**config.mk**
```make
export PLATFORM = sky130hd
export DESIGN_NAME = conv_window_ctrl
export DESIGN_NICKNAME = d
export VERILOG_FILES = /design/src/rtl/conv_window_ctrl.sv
export SDC_FILE = /design/constraint.sdc
export NUM_CORES = 1
export LEC_CHECK = 0
export CORE_UTILIZATION = 57
export CTS_CLUSTER_SIZE = 25
export DETAILED_ROUTE_END_ITERATION = 10
export PLACE_DENSITY = 0.85
export SYNTH_ARGS = -nofsm -noshare
export SYNTH_HDL_FRONTEND = slang
export SYNTH_SLANG_ARGS = --single-unit
```
**constraint.sdc**
```tcl
create_clock -name clk -period 8.98 [get_ports clk]
set_clock_uncertainty 0.15 [all_clocks]
set_input_delay 0.898 -clock clk [delete_from_list [all_inputs] [get_ports clk]]
set_output_delay 0.898 -clock clk [all_outputs]
set_load 0.01 [all_outputs]
```
**src/rtl/conv_window_ctrl.sv**
```systemverilog
// conv_window_ctrl
//   Sequencer that feeds a 3x3 conv_unit from a raster pixel stream. A frame
//   loads nine kernel weights, then streams IMG_W x IMG_H pixels through two
//   line buffers to build a sliding 3x3 window. Each fully-inside window is
//   presented on win_a and flagged with win_valid. conv_unit returns its result
//   CONV_LAT cycles later, and that result is re-timed onto res_data/res_valid.
//   Only valid (no-padding) convolution is produced.
//
// Ports
//   clk, rst            clock, synchronous active-high reset
//   start               one-cycle frame start pulse (accepted only in IDLE)
//   busy, done          frame in progress / one-cycle completion pulse
//   w_valid/w_ready/w_data       weight stream, b00..b22 row-major
//   pix_valid/pix_ready/pix_data pixel stream, raster order
//   win_a, win_b        window and weights to conv_unit, a00/b00 in the LSBs
//   win_valid           win_a holds a complete window this cycle
//   conv_out            conv_unit result
//   res_data, res_valid re-timed convolution result stream
//
// Optional feature (macro CONV_STATS_EN)
//   res_cnt             number of results produced in the current frame
//   res_max             largest unsigned result seen in the current frame
module conv_window_ctrl #(
   parameter int WIDTH    = 9,
   parameter int IMG_W    = 8,
   parameter int IMG_H    = 8,
   parameter int CONV_LAT = 2
) (
   input  logic                 clk,
   input  logic                 rst,
   input  logic                 start,
   output logic                 busy,
   output logic                 done,
   input  logic                 w_valid,
   output logic                 w_ready,
   input  logic [WIDTH-1:0]     w_data,
   input  logic                 pix_valid,
   output logic                 pix_ready,
   input  logic [WIDTH-1:0]     pix_data,
   output logic [9*WIDTH-1:0]   win_a,
   output logic [9*WIDTH-1:0]   win_b,
   output logic                 win_valid,
   input  logic [2*WIDTH-1:0]   conv_out,
   output logic [2*WIDTH-1:0]   res_data,
   output logic                 res_valid
`ifdef CONV_STATS_EN
   ,
   output logic [15:0]          res_cnt,
   output logic [2*WIDTH-1:0]   res_max
`endif
);

   localparam int CW = $clog2(IMG_W);
   localparam int RW = $clog2(IMG_H);
   localparam int DW = $clog2(CONV_LAT + 2);

   localparam logic [CW-1:0] COL_LAST  = CW'(IMG_W - 1);
   localparam logic [RW-1:0] ROW_LAST  = RW'(IMG_H - 1);
   localparam logic [CW-1:0] COL_TWO   = CW'(2);
   localparam logic [RW-1:0] ROW_TWO   = RW'(2);
   localparam logic [DW-1:0] DRAIN_END = DW'(CONV_LAT);

   typedef enum logic [2:0] {
      IDLE   = 3'd0,
      LOAD_W = 3'd1,
      STREAM = 3'd2,
      DRAIN  = 3'd3,
      FIN    = 3'd4
   } state_t;

   state_t           state_r;
   logic [3:0]       k_r;
   logic [CW-1:0]    col_r;
   logic [RW-1:0]    row_r;
   logic [DW-1:0]    drain_r;
   logic [WIDTH-1:0] wgt_r [9];
   // win_r[row][col]: row 0 is the oldest image row, col 0 the oldest column
   logic [WIDTH-1:0] win_r [3][3];
   // lb0 holds image row r-1, lb1 holds row r-2, both indexed by column
   logic [WIDTH-1:0] lb0_r [IMG_W];
   logic [WIDTH-1:0] lb1_r [IMG_W];

   logic pix_acc_s;
   logic start_acc_s;
   logic dly_valid_s;

   assign pix_acc_s   = (state_r == STREAM) && pix_valid && pix_ready;
   assign start_acc_s = (state_r == IDLE) && start;

   // Frame sequencer: state, counters, weight and window registers, handshakes
   always_ff @(posedge clk) begin
      if (rst) begin
         state_r   <= IDLE;
         k_r       <= 4'd0;
         col_r     <= {CW{1'b0}};
         row_r     <= {RW{1'b0}};
         drain_r   <= {DW{1'b0}};
         busy      <= 1'b0;
         done      <= 1'b0;
         w_ready   <= 1'b0;
         pix_ready <= 1'b0;
         win_valid <= 1'b0;
         for (int k = 0; k < 9; k++) begin
            wgt_r[k] <= {WIDTH{1'b0}};
         end
         for (int i = 0; i < 3; i++) begin
            for (int j = 0; j < 3; j++) begin
               win_r[i][j] <= {WIDTH{1'b0}};
            end
         end
      end else begin
         done      <= 1'b0;
         win_valid <= 1'b0;
         case (state_r)
            IDLE: begin
               if (start) begin
                  state_r <= LOAD_W;
                  busy    <= 1'b1;
                  w_ready <= 1'b1;
                  k_r     <= 4'd0;
               end
            end
            LOAD_W: begin
               if (w_valid && w_ready) begin
                  wgt_r[k_r] <= w_data;
                  if (k_r == 4'd8) begin
                     state_r   <= STREAM;
                     w_ready   <= 1'b0;
                     pix_ready <= 1'b1;
                     col_r     <= {CW{1'b0}};
                     row_r     <= {RW{1'b0}};
                  end else begin
                     k_r <= k_r + 4'd1;
                  end
               end
            end
            STREAM: begin
               if (pix_acc_s) begin
                  for (int i = 0; i < 3; i++) begin
                     win_r[i][0] <= win_r[i][1];
                     win_r[i][1] <= win_r[i][2];
                  end
                  win_r[0][2] <= lb1_r[col_r];
                  win_r[1][2] <= lb0_r[col_r];
                  win_r[2][2] <= pix_data;
                  // Columns 0/1 of a row still carry the previous row's tail,
                  // so only c>=2 on rows r>=2 forms a genuine window.
                  win_valid <= (row_r >= ROW_TWO) && (col_r >= COL_TWO);
                  if (col_r == COL_LAST) begin
                     col_r <= {CW{1'b0}};
                     if (row_r == ROW_LAST) begin
                        state_r   <= DRAIN;
                        pix_ready <= 1'b0;
                        drain_r   <= {DW{1'b0}};
                     end else begin
                        row_r <= row_r + {{(RW-1){1'b0}}, 1'b1};
                     end
                  end else begin
                     col_r <= col_r + {{(CW-1){1'b0}}, 1'b1};
                  end
               end
            end
            DRAIN: begin
               // CONV_LAT+1 cycles covers conv_unit latency plus the result register
               if (drain_r == DRAIN_END) begin
                  state_r <= FIN;
                  done    <= 1'b1;
               end else begin
                  drain_r <= drain_r + {{(DW-1){1'b0}}, 1'b1};
               end
            end
            FIN: begin
               state_r <= IDLE;
               busy    <= 1'b0;
            end
            default: begin
               state_r   <= IDLE;
               busy      <= 1'b0;
               w_ready   <= 1'b0;
               pix_ready <= 1'b0;
            end
         endcase
      end
   end

   // Line buffers: contents are don't-care after reset, so no reset branch
   always_ff @(posedge clk) begin
      if (pix_acc_s) begin
         lb1_r[col_r] <= lb0_r[col_r];
         lb0_r[col_r] <= pix_data;
      end
   end

   // Pack window and weight registers onto the conv_unit buses
   always_comb begin
      win_a = {(9*WIDTH){1'b0}};
      win_b = {(9*WIDTH){1'b0}};
      for (int i = 0; i < 3; i++) begin
         for (int j = 0; j < 3; j++) begin
            win_a[(i*3+j)*WIDTH +: WIDTH] = win_r[i][j];
            win_b[(i*3+j)*WIDTH +: WIDTH] = wgt_r[i*3+j];
         end
      end
   end

   generate
      if (CONV_LAT == 0) begin : g_no_dly
         assign dly_valid_s = win_valid;
      end else begin : g_dly
         logic [CONV_LAT-1:0] vd_r;

         // Valid delay line matching the conv_unit pipeline depth
         always_ff @(posedge clk) begin
            if (rst) begin
               vd_r <= {CONV_LAT{1'b0}};
            end else begin
               vd_r[0] <= win_valid;
               for (int i = 1; i < CONV_LAT; i++) begin
                  vd_r[i] <= vd_r[i-1];
               end
            end
         end

         assign dly_valid_s = vd_r[CONV_LAT-1];
      end
   endgenerate

   // Result register: capture conv_out when the delayed valid lines up with it
   always_ff @(posedge clk) begin
      if (rst) begin
         res_valid <= 1'b0;
         res_data  <= {(2*WIDTH){1'b0}};
      end else begin
         res_valid <= dly_valid_s;
         if (dly_valid_s) begin
            res_data <= conv_out;
         end else begin
            res_data <= res_data;
         end
      end
   end

`ifdef CONV_STATS_EN
   // Per-frame statistics, updated on the same edge that loads res_data
   always_ff @(posedge clk) begin
      if (rst || start_acc_s) begin
         res_cnt <= 16'd0;
         res_max <= {(2*WIDTH){1'b0}};
      end else if (dly_valid_s) begin
         res_cnt <= res_cnt + 16'd1;
         if (conv_out > res_max) begin
            res_max <= conv_out;
         end else begin
            res_max <= res_max;
         end
      end else begin
         res_cnt <= res_cnt;
         res_max <= res_max;
      end
   end
`endif

endmodule
```
==> flow_metrics.py <==
metrics = {
    "run_status": {
        "outcome": "completed",
    },
    "logic_synthesis": {
        "async_flop_share": 0,
        "synth_nets": 848,
        "yosys-top-cells-count": "306 x edfxtp_1, 126 x and3_1, 44 x dfxtp_1",
        "synth_area_um2": 13500,
        "synth_edf_count": 306,
        "synth_cell_types": 46,
        "yosys.area.top_type": "edfxtp_1",
        "seq_area_frac_synth": 0.747,
        "synth-main-ff-cell": "edfxtp_1",
        "synth_top_cell_area_share": 0.681,
        "synthCells": 796,
        "synthTopCellsByArea": "edfxtp_1 68%, dfxtp_1 6.5%, mux4_2 6.0%",
        "ys.warnings.count": 0,
        "synth_seq_cells": 350,
        "yosysMostFrequentCell": "edfxtp_1",
        "syn_area_per_cell_um2": 16.9,
    },
    "worst_setup_path": {
        "r2r-start": "state_r[0]",
        "critPathRequiredTime_ps": 8820,
        "ff2ff_setup_slack_ps": 5890,
        "crit_start": "rst",
        "cp_max_fo": 81,
        "critPathKind": "in2reg",
        "cp_slowest_cell": "nand2_4",
        "worstPathArrival_ps": 3060,
        "cp_cell_sequence": "buf_2, buf_4, inv_2, nand2_4",
        "cp-start-kind": "input pin",
        "critical_path.max_stage_delay_ps": 850,
        "endpoint_kind": "register",
        "cp_num_buf_inv": 3,
        "r2r_end": "wgt_r[8][8]",
        "cp_top_family": "buffers and inverters",
        "r2r_cells": 3,
    },
    "clock_network": {
        "cts.hold.buffers_added": 0,
        "cts-root-buf": "clkbuf_16",
        "cts_tree": "built",
        "htreeDepth": 2,
        "clk_pin_slew_ps": 60,
        "clock_sinks": 350,
        "cts_resized": 0,
        "cts_buffers": 35,
        "postCtsSetupBuffers": 0,
        "clk_latency_ps": 510,
        "cts.path.max_buffers": 3,
    },
    "sta": {
        "slew_viol_final": 0,
        "rsz0062_at_grt": "no",
        "setup_violations": 0,
        "finalCritPeriodShare": 0.358,
        "worst_slew_pin_slew_ps": 1180,
        "worst_slack_ps": 5760,
        "period_minus_slack_ps": 3220,
        "final-hold-violation-count": 0,
        "clock.fmax_mhz": 311,
        "whs_ps": 307,
        "tns_ps": 0,
        "relSlewSlack": 0.204,
    },
    "floorplanning": {
        "die_w_um": 156,
        "die_h_um": 156,
        "ios": 227,
        "dieArea_um2": 24300,
        "rows": 55,
        "fp.coreArea_um2": 22900,
        "start_util": 0.589,
    },
    "grt": {
        "grt_pass1_wl_um": 44400,
        "grt_max_degree": 82,
        "antenna_found_initial": 1,
        "grt.total_usage": 0.246,
        "grt_overflow": 0,
        "grt_pass1_vias": 7566,
    },
    "layout": {
        "fin_cells": 1355,
        "antenna_cells": 0,
        "nets": 1068,
        "drive_above_1_share": 0.124,
        "syn_to_final_growth_pct": 27.0,
        "num-fill-cells": 1309,
    },
    "detailed_routing": {
        "wl_per_cell_um": 21.4,
        "num_vias": 7749,
        "wirelength_um": 29100,
        "ant_nets": 0,
        "drt_pass1_iterations": 5,
        "first_iter_violations": 557,
        "drc": 0,
        "viasPerCell": 5.72,
    },
    "place": {
        "dpl_worst_slack_ps": 5250,
        "io_buffers": 226,
        "dpl.cell_count": 1292,
        "dpl.hpwl_um": 18900,
        "finalWeightedCongestion": 0.808,
    },
    "hold_path": {
        "hold_start": "g_dly.vd_r[0]",
        "holdPathStages": 1,
        "hold_class": "reg2reg",
        "holdPathEnd": "g_dly.vd_r[1]",
    },
    "run": {
        "maxCapViolCount": 0,
    },
    "power": {
        "switchingPower_mw": 0.670,
        "finalPower_mw": 3.29,
        "ir_drop_mv": 0.227,
        "combPwrFrac": 0.044,
        "power_density_nw_per_um2": 192,
        "seq_power_share": 0.551,
        "clkPwrFrac": 0.405,
        "p_leak_nw": 6.19,
        "p_int_mw": 2.62,
        "netSwitchingFraction": 0.204,
    },
}
## logic make-up after synthesis
family | Yosys count | synth area share
buffers and inverters | 64 | 0.0199
DFF | 350 | 0.747
muxes | 80 | 0.0941
adders and majority gates | 11 | 0.0102
and+or+nand+nor | 258 | 0.112
AOI/OAI and AO/OA | 33 | 0.0170
## flip-flops by register name, summed over array words and instances (netlist names), named ones only
signal      count
lb1_r          72
res_data       18
k_r             4
res_valid       1
win_r          81
busy            1
row_r           3
done            1
drain_r         2
wgt_r          81
pix_ready       1
state_r         3
win_valid       1
col_r           3
g_dly.vd_r      2
lb0_r          72
w_ready         1
## metrics by stage
step           area, um^2   util
4_1_cts             17100  0.747
5_1_grt             17100  0.747
2_1_floorplan       13500      -
3_3_place_gp        16100  0.701
6_report            17100  0.747
3_5_place_dp        16100  0.701
## routing by layer
layer	global-route usage	up-vias	wire [um]
li1	-	3509	-
met1	0.324	3839	11600
met2	0.422	359	14800
met3	0.0444	42	2080
met4	0.0719	0	563
met5	0	-	0
## cell type report
class	count	area, um^2	area share
sequential	350	10100	0.588
clock buffer	42	943	0.0551
multi-input combinational	382	3230	0.189
clock inverter	21	109	0.00636
tap	313	392	0.0229
inverter	10	37.5	0.00219
timing repair buffer	237	2340	0.137
## power groups by stage
stage	Combinational [mW]	Clock [mW]	Sequential, mW
2_1_floorplan	0.0254	0	1.86
6_report	0.144	1.33	1.81
5_1_grt	0.153	1.41	1.81
3_3_place_gp	0.141	0	1.85
3_5_place_dp	0.145	0	1.85
4_1_cts	0.145	1.34	1.81
## cells in the final DEF, fill, tap and decap left out, types with 9 or more instances in the layout
master,n
inv_1,9
edfxtp_1,306
nor2_1,39
clkinv_1,11
mux4_2,36
dfxtp_1,42
and2_1,30
clkdlybuf4s50_1,225
and3_1,126
mux2i_1,30
clkbuf_16,36
buf_4,11
mux2_2,14
ha_1,11
nand2_1,12
nor3_1,13
## how the worst max path moves through the flow
stage | endpoint | slack (ps) | cells past startpoint
6_report | win_r[0][4] | 5760 | 4
5_1_grt | win_r[0][31] | 5570 | 4
4_1_cts | wgt_r[8][8] | 5800 | 5
3_5_place_dp | wgt_r[8][5] | 5250 | 5
3_3_place_gp | win_r[0][26] | 5320 | 4
2_1_floorplan | lb0_r[2][0] | 5040 | 4
## worst reg2reg max path, cell delays in order (launching register included)
cell     delay (ps)
dfxtp_1         720
or4b_1          500
or2_1           360
o21ai_0         970
No activity file was read; power rests on OpenSTA's default activity.
